$ cat src/rtl/diff_integrator_if.sv
// Sample/result bundle for diff_integrator: difference samples in, reconstructed samples out.
interface diff_integrator_if #(
  parameter int DIN_W = 16
);
  logic signed [DIN_W-1:0] din;
  logic                    in_en;
  logic                    clr;
  logic signed [15:0]      dout;
  logic                    out_en;
  logic                    sat_flag;

  modport master (
    output din, in_en, clr,
    input  dout, out_en, sat_flag
  );

  modport slave (
    input  din, in_en, clr,
    output dout, out_en, sat_flag
  );
endinterface

$ cat src/rtl/diff_integrator.sv
// Saturating integrator y[n] = y[n-1] + d[n] with a 2-deep enable pipeline and sticky saturation flag.
// Define DIFF_INTEGRATOR_LEAK_EN to subtract acc >>> LEAK_SHIFT each sample (leaky integrator).
module diff_integrator #(
  parameter int DIN_W      = 16,
  parameter int ACC_W      = 24,
  parameter int OUT_SHIFT  = 0,
  parameter int LEAK_SHIFT = 10
) (
  input  logic             clk,
  input  logic             rst,
  diff_integrator_if.slave bus
);

  // Two guard bits keep acc + din (and the optional leak term) exact before clamping.
  localparam int SUM_W = ACC_W + 2;

  localparam logic signed [SUM_W-1:0] SUM_HI = {3'b000, {(ACC_W-1){1'b1}}};
  localparam logic signed [SUM_W-1:0] SUM_LO = {3'b111, {(ACC_W-1){1'b0}}};
  localparam logic signed [ACC_W-1:0] ACC_HI = {1'b0, {(ACC_W-1){1'b1}}};
  localparam logic signed [ACC_W-1:0] ACC_LO = {1'b1, {(ACC_W-1){1'b0}}};
  localparam logic signed [ACC_W-1:0] OUT_HI = {{(ACC_W-15){1'b0}}, {15{1'b1}}};
  localparam logic signed [ACC_W-1:0] OUT_LO = {{(ACC_W-15){1'b1}}, {15{1'b0}}};

  if (ACC_W < DIN_W + 2 || OUT_SHIFT < 0 || LEAK_SHIFT < 0 || LEAK_SHIFT >= ACC_W) begin : g_param_check
    $error("diff_integrator: invalid parameter combination");
  end

  logic signed [DIN_W-1:0] din_reg;
  logic                    en_reg;
  logic signed [ACC_W-1:0] acc_reg;
  logic signed [ACC_W-1:0] acc_next;
  logic signed [ACC_W-1:0] acc_shift;
  logic signed [SUM_W-1:0] sum;
  logic                    acc_clamp;
  logic signed [15:0]      dout_reg;
  logic signed [15:0]      dout_next;
  logic                    out_clamp;
  logic                    out_en_reg;
  logic                    sat_reg;
`ifdef DIFF_INTEGRATOR_LEAK_EN
  logic signed [ACC_W-1:0] leak_term;
`endif

  always_comb begin
    sum = {{2{acc_reg[ACC_W-1]}}, acc_reg}
        + {{(SUM_W-DIN_W){din_reg[DIN_W-1]}}, din_reg};
`ifdef DIFF_INTEGRATOR_LEAK_EN
    leak_term = acc_reg >>> LEAK_SHIFT;
    sum       = sum - {{2{leak_term[ACC_W-1]}}, leak_term};
`endif

    acc_clamp = 1'b0;
    acc_next  = sum[ACC_W-1:0];
    if (sum > SUM_HI) begin
      acc_next  = ACC_HI;
      acc_clamp = 1'b1;
    end else if (sum < SUM_LO) begin
      acc_next  = ACC_LO;
      acc_clamp = 1'b1;
    end

    // Output is taken from the freshly clamped accumulator so dout tracks acc with no extra lag.
    acc_shift = acc_next >>> OUT_SHIFT;
    out_clamp = 1'b0;
    dout_next = acc_shift[15:0];
    if (acc_shift > OUT_HI) begin
      dout_next = 16'sh7fff;
      out_clamp = 1'b1;
    end else if (acc_shift < OUT_LO) begin
      dout_next = 16'sh8000;
      out_clamp = 1'b1;
    end
  end

  always_ff @(posedge clk or posedge rst) begin
    if (rst) begin
      din_reg    <= '0;
      en_reg     <= 1'b0;
      acc_reg    <= '0;
      dout_reg   <= '0;
      out_en_reg <= 1'b0;
      sat_reg    <= 1'b0;
    end else begin
      din_reg    <= bus.din;
      en_reg     <= bus.in_en;
      out_en_reg <= en_reg;
      if (bus.clr) begin
        // The stage-2 sample is dropped; stage 1 keeps whatever it just captured.
        acc_reg <= '0;
        sat_reg <= 1'b0;
        if (en_reg) begin
          dout_reg <= '0;
        end
      end else if (en_reg) begin
        acc_reg  <= acc_next;
        dout_reg <= dout_next;
        if (acc_clamp || out_clamp) begin
          sat_reg <= 1'b1;
        end
      end
    end
  end

  assign bus.dout     = dout_reg;
  assign bus.out_en   = out_en_reg;
  assign bus.sat_flag = sat_reg;

endmodule

$ cat src/flat_wrapper.sv
// flat-port wrapper written by rule: the top's interface ports become plain ports
module diff_integrator_flat 
#(
  parameter int DIN_W      = 16,
  parameter int ACC_W      = 24,
  parameter int OUT_SHIFT  = 0,
  parameter int LEAK_SHIFT = 10
)
  (clk, rst, bus_din, bus_in_en, bus_clr, bus_dout, bus_out_en, bus_sat_flag);
  diff_integrator_if #(.DIN_W(DIN_W)) bus_i ();
  input  logic clk;
  input  logic rst;
  input wire logic [$bits(bus_i.din)-1:0] bus_din;
  input wire logic [$bits(bus_i.in_en)-1:0] bus_in_en;
  input wire logic [$bits(bus_i.clr)-1:0] bus_clr;
  output wire logic [$bits(bus_i.dout)-1:0] bus_dout;
  output wire logic [$bits(bus_i.out_en)-1:0] bus_out_en;
  output wire logic [$bits(bus_i.sat_flag)-1:0] bus_sat_flag;
  assign bus_i.din = bus_din;
  assign bus_i.in_en = bus_in_en;
  assign bus_i.clr = bus_clr;
  assign bus_dout = bus_i.dout;
  assign bus_out_en = bus_i.out_en;
  assign bus_sat_flag = bus_i.sat_flag;
  diff_integrator #(.DIN_W(DIN_W), .ACC_W(ACC_W), .OUT_SHIFT(OUT_SHIFT), .LEAK_SHIFT(LEAK_SHIFT)) u_core (.clk(clk), .rst(rst), .bus(bus_i));
endmodule
$ cat config.mk
export PLATFORM = sky130hd
export DESIGN_NAME = diff_integrator_flat
export DESIGN_NICKNAME = d
export VERILOG_FILES = /design/src/rtl/diff_integrator_if.sv /design/src/rtl/diff_integrator.sv /design/src/flat_wrapper.sv
export SDC_FILE = /design/constraint.sdc
export NUM_CORES = 1
export LEC_CHECK = 0
export CAP_MARGIN = 30
export CORE_ASPECT_RATIO = 0.5
export CORE_MARGIN = 2
export CORE_UTILIZATION = 30
export CTS_CLUSTER_SIZE = 30
export DETAILED_ROUTE_END_ITERATION = 8
export PLACE_DENSITY = 0.48
export SLEW_MARGIN = 0
export SYNTH_ARGS = -nofsm -noshare
export SYNTH_HDL_FRONTEND = slang
export SYNTH_SLANG_ARGS = --single-unit
$ cat constraint.sdc
create_clock -name clk -period 3.97 [get_ports clk]
set_input_delay 0.794 -clock clk [delete_from_list [all_inputs] [get_ports clk]]
set_output_delay 0.794 -clock clk [all_outputs]
set_load 0.005 [all_outputs]
==> results of run 1 <==
-- logic make-up after synthesis --
family	synth area share, %
AOI/OAI and AO/OA	27.8
xor gates and xnor gates	4.61
adders and majority gates	9.40
buffers and inverters	6.84
DFF	35.6
muxes	0.241
and+or+nand+nor	15.5
-- synthesized netlist by cell type, drive strengths merged (11+ instances only) --
cell and number:
dfrtp 59, nand2 53, nor2 43, a21oi 34
o21ai 26, ha 24, buf 19, inv 17
a211oi 15, a21o 12, clkbuf 11, o211ai 11
xor2 11
-- routing by layer --
metal  routed length, um  vias up  track usage [%]
met5                   0        -                0
met4                  85        0             3.73
met2                4880       81             24.6
li1                    -     1721                -
met3                 499       10             3.18
met1                5780     1653             23.5
-- final timing paths --
kind	startpoint	endpoint	slack, ns	depth (start not counted)
setup / recovery	u_core.acc_reg[0]	u_core.bus.dout[0]	0.20	12
hold / removal	u_core.acc_reg[9]	u_core.acc_reg[9]	0.48	2
setup reg to reg	u_core.acc_reg[0]	u_core.bus.dout[0]	0.20	12
hold reg to reg	u_core.acc_reg[9]	u_core.acc_reg[9]	0.48	2
max in group asynchronous	rst	u_core.din_reg[11]	2.66	3
min in group asynchronous	rst	u_core.din_reg[1]	0.75	2
-- stage by stage --
stage          util [%]  power, W  hold WS, ns
2_1_floorplan         -   0.00162        0.421
3_3_place_gp       34.2   0.00195        0.468
3_5_place_dp       34.4   0.00194        0.471
4_1_cts            36.7   0.00280        0.487
5_1_grt            36.8   0.00297        0.509
6_report           36.8   0.00279        0.481
-- worst max-delay path, cell delays in order (launching register included) --
cell	delay [ns]
dfrtp_1	0.35
ha_1	0.24
inv_1	0.08
fa_1	0.39
nand2b_1	0.24
a2111oi_4	0.42
o21bai_1	0.24
a21oi_1	0.24
a211oi_1	0.10
xnor2_1	0.41
o211ai_1	0.15
o31a_2	0.48
o311ai_1	0.33
-- layout make-up --
cell class,instances,area (um^2)
clock buffers,9,225
well taps,192,240
repair buffers,49,485
flip-flops and latches,59,1480
clock inverters,7,91.3
inverters,17,63.8
multi-input cells,347,2400
fillers,1412,8570
-- power by group --
group	total (W)	leakage, nW	switching (W)	internal [W]
Clock	0.000844	0.156	0.000296	0.000548
Combinational	0.00117	1.27	0.000668	0.000499
Sequential	0.000775	0.736	0.0000702	0.000705
-- timing repair --
item	4_1_cts	5_1_grt
resized for setup	0	3
hold buffers	0	0
endpoints found under the setup margin	0	10
==> metrics, run 1 <==
number of antenna violations at the first check in global routing 0; Rel. slew slack 56.8%; post-layout instance area 0.00498 mm^2; Hold Vio Cnt, Final 0; first-pass iteration count of the detailed router 5; outcome finished clean; # diodes 0; minimum clock period 3.77 ns; post-synth net total 498; EDFF count, synth 0; leading cell type in the layout, fill and taps excluded dfrtp_1; I/O pin cnt 38; Max Freq 265 MHz; Worst VDD drop 0.168 mV; Final ANT Viol Nets 0; Syn Std Cell Area 0.00415 mm^2; Async SR Flop Fraction 100%; Iter 0 DRT Violations 156; Avg Synthesized Cell Area 9.16 um^2; warnings from Yosys 0; max-slew violations 0; RePlAce Congestion 0.835; DR vias 3465; Leak 2.16 nW; CTS tree done; Starting Density 30.6%; area delta synth->final 20.1%; HPWL Detailed 8690 um; grt ovf 0; post-placement cell count 664; GRT Total Usage 16.1%; top cells by area, synth dfrtp_1, ha_1, nand2_1, a21oi_1, nor2_1; via/cell ratio 5.10; first-pass GRT wire length 18200 um; kind of start point of the critical path register; drt total wl 11200 um; max_cap viols 0; die footprint 0.0149 mm^2; worst setup path category register to register; Max FO, Critical Path 15; nets 528; die width 170 um; Min-Delay Path Class register to register; Worst-Margin Slew 0.649 ns; clk_lat worst skew 0.34 ns; area share of the largest cell type after synthesis 35.6%; Critical Path AT 4.00 ns; fin crit share 95.0%; Core ar. 0.0136 mm^2; TritonCTS buffer count 9; most frequent cells in the layout dfrtp_1, nand2_1, nor2_1; synth unique cells 68; number of global-route vias before repair 3302; Remaining DRCs 0; power density over cell area 559 mW/mm^2; total setup buffers inserted after CTS 0; WL per Instance 16.5 um; crit end category register; Buffers on Ports 37; RSZ-0062 raised after global routing false; Sum Neg Setup Slack 0 ns; share of post-route cells with drive strength above 1 10.5%; largest net degree at the start of global routing 29; clock skew 0.00759 ns; worst slack, placed 0.204 ns; placed instance area 0.00466 mm^2; number of clock sinks 59; Worst-path clk slew 0.05 ns; CTS root buffer clkbuf_16; Seq/Total Area, Yosys 35.6%; Mapped Cells 453; chip height 87.2 um; Yosys reg bits 59; Synth Flop Type dfrtp_1; Rows 30; # H-tree levels 3; Yosys top cell by area dfrtp_1; Post-Layout Cell Count 680; required time of the critical path 4.20 ns; Final setup viols 0; Largest register FFs 24; Max clock buf depth 2; Final WS setup 0.199 ns
Note: power is estimated with default switching activity, not from simulation.
==> run 2: changes to the inputs <==
--- a/config.mk
+++ b/config.mk
@@ -8,10 +8,10 @@
 export CAP_MARGIN = 30
 export CORE_ASPECT_RATIO = 0.5
 export CORE_MARGIN = 2
-export CORE_UTILIZATION = 30
+export CORE_UTILIZATION = 41
 export CTS_CLUSTER_SIZE = 30
 export DETAILED_ROUTE_END_ITERATION = 8
-export PLACE_DENSITY = 0.48
+export PLACE_DENSITY = 0.61
 export SLEW_MARGIN = 0
 export SYNTH_ARGS = -nofsm -noshare
 export SYNTH_HDL_FRONTEND = slang
==> metrics, run 2 (synthesis results as in run 1) <==
Post-CTS Hold Buffers 0 (unchanged); Buffers on Ports 37 (unchanged); post-layout instance area 0.00490 mm^2 (-1.6%); chip height 75.2 um (-14%); Worst-Margin Slew 0.665 ns (+0.0163 ns); RSZ-0062 raised after global routing false; Final WS setup 0.405 ns (+0.206 ns); Layout fillers 917 (-35%); Starting Density 43.1% (+12 points); Max FO, Critical Path 15 (unchanged); crit end category register; CTS root buffer clkbuf_16; post-CTS resize count 0 (unchanged); post-placement cell count 607 (-8.6%); fin crit share 89.8% (-5.2 points); share of post-route cells with drive strength above 1 9.63% (-0.82 points); required time of the critical path 4.19 ns (about the same); RePlAce Congestion 0.887 (+6.2%); grt ovf 0 (unchanged); wire length on met2 4540 um (-6.9%); Rel. slew slack 55.6% (-1.1 points); Hold Vio Cnt, Final 0 (unchanged); max layer used met4; Max clock buf depth 2 (unchanged); register area 0.00148 mm^2 (unchanged); Worst-path clk slew 0.05 ns (about the same); CTS tree done; Min-Delay Path Class register to register; nets 528 (unchanged); area of the multi-input gates 0.00239 mm^2 (-0.47%); Final ANT Viol Nets 0 (unchanged); first-pass iteration count of the detailed router 5 (unchanged); power density over cell area 579 mW/mm^2 (+3.6%); Largest register FFs 24 (unchanged); Post-Layout Cell Count 623 (-8.4%); clk_lat worst skew 0.33 ns (about the same); drt total wl 10700 um (-4.8%); WL per Instance 17.2 um (+3.9%); # diodes 0 (unchanged); DR vias 3559 (+2.7%); HPWL Detailed 8020 um (-7.7%); # H-tree levels 3 (unchanged); largest net degree at the start of global routing 34 (+17%); area delta synth->final 18.1%; die footprint 0.0110 mm^2 (-26%); outcome finished clean; kind of start point of the critical path register; leading cell type in the layout, fill and taps excluded dfrtp_1; Core ar. 0.00963 mm^2 (-29%); total setup buffers inserted after CTS 0 (unchanged); Max Freq 280 MHz (+5.8%); Leak 2.16 nW (+0.21%); minimum clock period 3.57 ns (-0.206 ns); via/cell ratio 5.71 (+12%); TritonCTS buffer count 9 (unchanged); worst setup path category register to register; I/O pin cnt 38 (unchanged); die width 146 um (-14%); number of clock sinks 59 (unchanged); max-slew violations 0 (unchanged); first-pass GRT wire length 17500 um (-3.9%); Remaining DRCs 0 (unchanged); number of global-route vias before repair 3331 (+0.88%); Final setup viols 0 (unchanged); Iter 0 DRT Violations 320 (+110%); WL met1 5430 um (-6.1%); worst slack, placed 0.455 ns (+0.251 ns); GRT Total Usage 20.6% (+4.5 points); Worst VDD drop 0.230 mV (+37%); number of antenna violations at the first check in global routing 0 (unchanged); Rows 25 (-17%); most frequent cells in the layout dfrtp_1, nand2_1, nor2_1; max_cap viols 0 (unchanged); met3 wire len 560 um (+12%); clock skew 0.00513 ns (-0.00247 ns); Sum Neg Setup Slack 0 ns (unchanged); placed instance area 0.00456 mm^2 (-2.1%); Critical Path AT 3.79 ns (-0.21 ns)
run 2: cell types whose count changed in the layout (fill, tap and decap cells not counted):
cell        change
inv_6           -1
clkbuf_8        +1
nor2_1          +1
o31ai_2         -1
buf_4           +2
clkinvlp_4      -1
buf_12          -2
nor2_2          -1
o31ai_1         +1
a21oi_2         -1
clkinv_2        -1
clkbuf_1        +1
a21oi_1         +1
bufinv_16       +1
run 2: final cells by class:
class                   instances  area share, %
clock buffers                  11           4.95
clock inverters                 5           2.04
inverters                      17           1.30
multi-input cells             347           48.8
flip-flops and latches         59           30.1
well taps                     135           3.44
repair buffers                 49           9.39
run 2: path summary, 6_finish.rpt:
check,start,to,slack [ns],cells past startpoint
worst min-delay path,u_core.acc_reg[7],u_core.acc_reg[7],0.49,1
worst max register to register,u_core.din_reg[15],u_core.bus.dout[0],0.40,10
worst min register to register,u_core.acc_reg[7],u_core.acc_reg[7],0.49,1
max in group asynchronous,rst,u_core.en_reg,2.24,3
min in group asynchronous,rst,u_core.din_reg[2],0.89,2
worst max-delay path,u_core.din_reg[15],u_core.bus.dout[0],0.40,10
run 2: metal layers:
metal / global-route usage (%) / up-vias
met3: 4.61 / 17
met2: 31.0 / 107
met1: 29.7 / 1713
met5: 0 / -
li1: - / 1722
met4: 7.12 / 0
run 2: report_power, final:
group          leakage [nW]  switching, W  internal (W)  total (W)
Sequential            0.736     0.0000754      0.000705   0.000781
Combinational          1.26      0.000668      0.000494    0.00116
Clock                 0.169      0.000267      0.000627   0.000895
run 2: worst max-delay path: stages (launching register included):
cell and delay [ns]:
dfrtp_1 0.49, ha_1 0.51, o21ai_0 0.14, o21bai_1 0.35, o211a_1 0.24, o211ai_1 0.08
a311oi_1 0.39, a21boi_2 0.30, o211ai_1 0.12, o31a_2 0.49, o311ai_1 0.34
run 2: stage by stage:
stage / util [%] / hold WS [ns] / total power [W]
floorplan: - / 0.421 / 0.00162
global placement: 47.3 / 0.467 / 0.00193
detailed placement: 47.3 / 0.470 / 0.00193
CTS: 50.9 / 0.487 / 0.00285
global route: 50.9 / 0.522 / 0.00301
finish: 50.9 / 0.487 / 0.00284
==> run 3: changes to the inputs <==
--- a/config.mk
+++ b/config.mk
@@ -12,7 +12,7 @@
 export CTS_CLUSTER_SIZE = 30
 export DETAILED_ROUTE_END_ITERATION = 8
 export PLACE_DENSITY = 0.61
-export SLEW_MARGIN = 0
+export SLEW_MARGIN = 20
 export SYNTH_ARGS = -nofsm -noshare
 export SYNTH_HDL_FRONTEND = slang
 export SYNTH_SLANG_ARGS = --single-unit
==> constraint.sdc (replaced) <==
create_clock -name clk -period 3.97 [get_ports clk]
set_input_delay 0.397 -clock clk [delete_from_list [all_inputs] [get_ports clk]]
set_output_delay 0.397 -clock clk [all_outputs]
set_load 0.005 [all_outputs]
==> metrics, run 3 (synthesis results as in run 1) <==
outcome finished clean; # H-tree levels 3 (unchanged); CTS tree done; Max Freq 276 MHz (-1.5%); kind of start point of the critical path register; worst r2r src u_core.din_reg[15]; GRT Total Usage 21.1% (+0.44 points); Layout fillers 936 (+2.1%); Post-CTS Hold Buffers 0 (unchanged); Rows 25 (unchanged); total setup buffers inserted after CTS 0 (unchanged); Leak 2.12 nW (-2.1%); Remaining DRCs 0 (unchanged); drt total wl 10800 um (+0.97%); via/cell ratio 5.66 (-0.99%); area delta synth->final 16.9%; max-slew violations 0 (unchanged); number of clock sinks 59 (unchanged); post-layout instance area 0.00485 mm^2 (-1.0%); Starting Density 43.1% (unchanged); share of post-route cells with drive strength above 1 10.1% (+0.43 points); Min-Delay Path Class input pin to asynchronous set/reset pin; grt ovf 0 (unchanged); max_cap viols 0 (unchanged); leading cell type in the layout, fill and taps excluded dfrtp_1; CTS root buffer clkbuf_16; crit path from u_core.din_reg[15]; nets 527 (-0.19%); Critical Path AT 3.85 ns (+0.06 ns); die width 146 um (unchanged); first-pass iteration count of the detailed router 5 (unchanged); Core Util, Final 50.4% (-0.53 points); DR vias 3518 (-1.2%); Iter 0 DRT Violations 310 (-3.1%); RSZ-0062 raised after global routing false; placed instance area 0.00455 mm^2 (-0.22%); register area 0.00148 mm^2 (unchanged); fin crit share 91.2% (+1.4 points); worst setup path category register to register; RePlAce Congestion 0.879 (-0.95%); number of global-route vias before repair 3308 (-0.69%); Core ar. 0.00963 mm^2 (unchanged); TritonCTS buffer count 9 (unchanged); chip height 75.2 um (unchanged); HPWL Detailed 8050 um (+0.36%); power density over cell area 549 mW/mm^2 (-5.2%); Max clock buf depth 2 (unchanged); number of antenna violations at the first check in global routing 0 (unchanged); most frequent cells in the layout dfrtp_1, nand2_1, nor2_1; Worst-path clk slew 0.05 ns (about the same); Buffers on Ports 37 (unchanged); Largest register FFs 24 (unchanged); I/O pin cnt 38 (unchanged); Hold Vio Cnt, Final 0 (unchanged); die footprint 0.0110 mm^2 (unchanged); WL per Instance 17.4 um (+1.1%); Final setup viols 0 (unchanged); Worst-Margin Slew 0.797 ns (+0.132 ns); first-pass GRT wire length 17700 um (+1.1%); largest net degree at the start of global routing 34 (unchanged); Sum Neg Setup Slack 0 ns (unchanged); Worst VDD drop 0.241 mV (+4.9%); clk_lat worst skew 0.34 ns (about the same); crit end category register; area of the multi-input gates 0.00240 mm^2 (+0.37%); minimum clock period 3.62 ns (+0.0556 ns); Rel. slew slack 46.7% (-8.9 points); required time of the critical path 4.20 ns (about the same); Final ANT Viol Nets 0 (unchanged); # diodes 0 (unchanged); clock skew 0.0102 ns (+0.00507 ns); Max FO, Critical Path 15 (unchanged)
run 3: cell types whose count changed in the layout (fill, tap and decap cells not counted), sizes merged:
| cell | before | now |
|---|---|---|
| bufinv | 3 | 0 |
| buf | 12 | 11 |
| clkinvlp | 0 | 4 |
| inv | 17 | 18 |
| clkbuf | 11 | 9 |
run 3: what timing repair did:
action	4_1_cts	5_1_grt
endpoints found under the hold margin	0	0
setup endpoints to repair	0	1
gates resized for setup	0	2
run 3: through the flow:
| step | setup slack, ns | cells | power (W) | hold WS [ns] |
|---|---|---|---|---|
| floorplan | 0.883 | 453 | 0.00162 | 0.421 |
| global placement | 0.296 | 603 | 0.00192 | 0.467 |
| detailed placement | 0.159 | 604 | 0.00193 | 0.470 |
| CTS | 0.130 | 620 | 0.00266 | 0.391 |
| global route | 0.0443 | 622 | 0.00284 | 0.418 |
| finish | 0.349 | 622 | 0.00266 | 0.382 |
run 3: path summary, 6_finish.rpt:
path	endpoint	slack, ns	depth (start not counted)
min in group clk	u_core.acc_reg[5]	0.48	2
setup reg to reg	u_core.bus.dout[0]	0.35	10
hold / removal	u_core.bus.dout[3]	0.38	2
setup / recovery	u_core.bus.dout[0]	0.35	10
hold reg to reg	u_core.acc_reg[5]	0.48	2
max in group asynchronous	u_core.din_reg[8]	3.01	3
run 3: metal layers:
layer	vias to the layer above	share of wire [%]	GRT usage (%)
met2	91	43	32.5
li1	1719	-	-
met3	11	4.4	4.18
met1	1697	51	30.1
met5	-	0	0
met4	0	1.3	7.34
run 3: worst max-delay path, cell delays in order (launching register included):
cell and delay (ns):
dfrtp_1 0.50, ha_1 0.53, o21ai_0 0.14, o21bai_1 0.34, o211a_1 0.26, o211ai_1 0.10
a311oi_2 0.38, a21boi_2 0.29, o211ai_1 0.13, o31a_2 0.49, o311ai_1 0.35
run 3: cell type report:
class,count,share of cell area [%]
clock buffer,9,4.64
clock inverter,7,1.08
inverter,17,1.32
multi-input combinational,347,49.5
sequential,59,30.4
tap,135,3.48
timing repair buffer,48,9.59
run 3: report_power, final:
part	total, W	switching (W)	internal, W
clock	0.000719	0.000296	0.000423
sequential	0.000780	0.0000746	0.000705
combinational	0.00116	0.000668	0.000496
total	0.00266	0.00104	0.00162
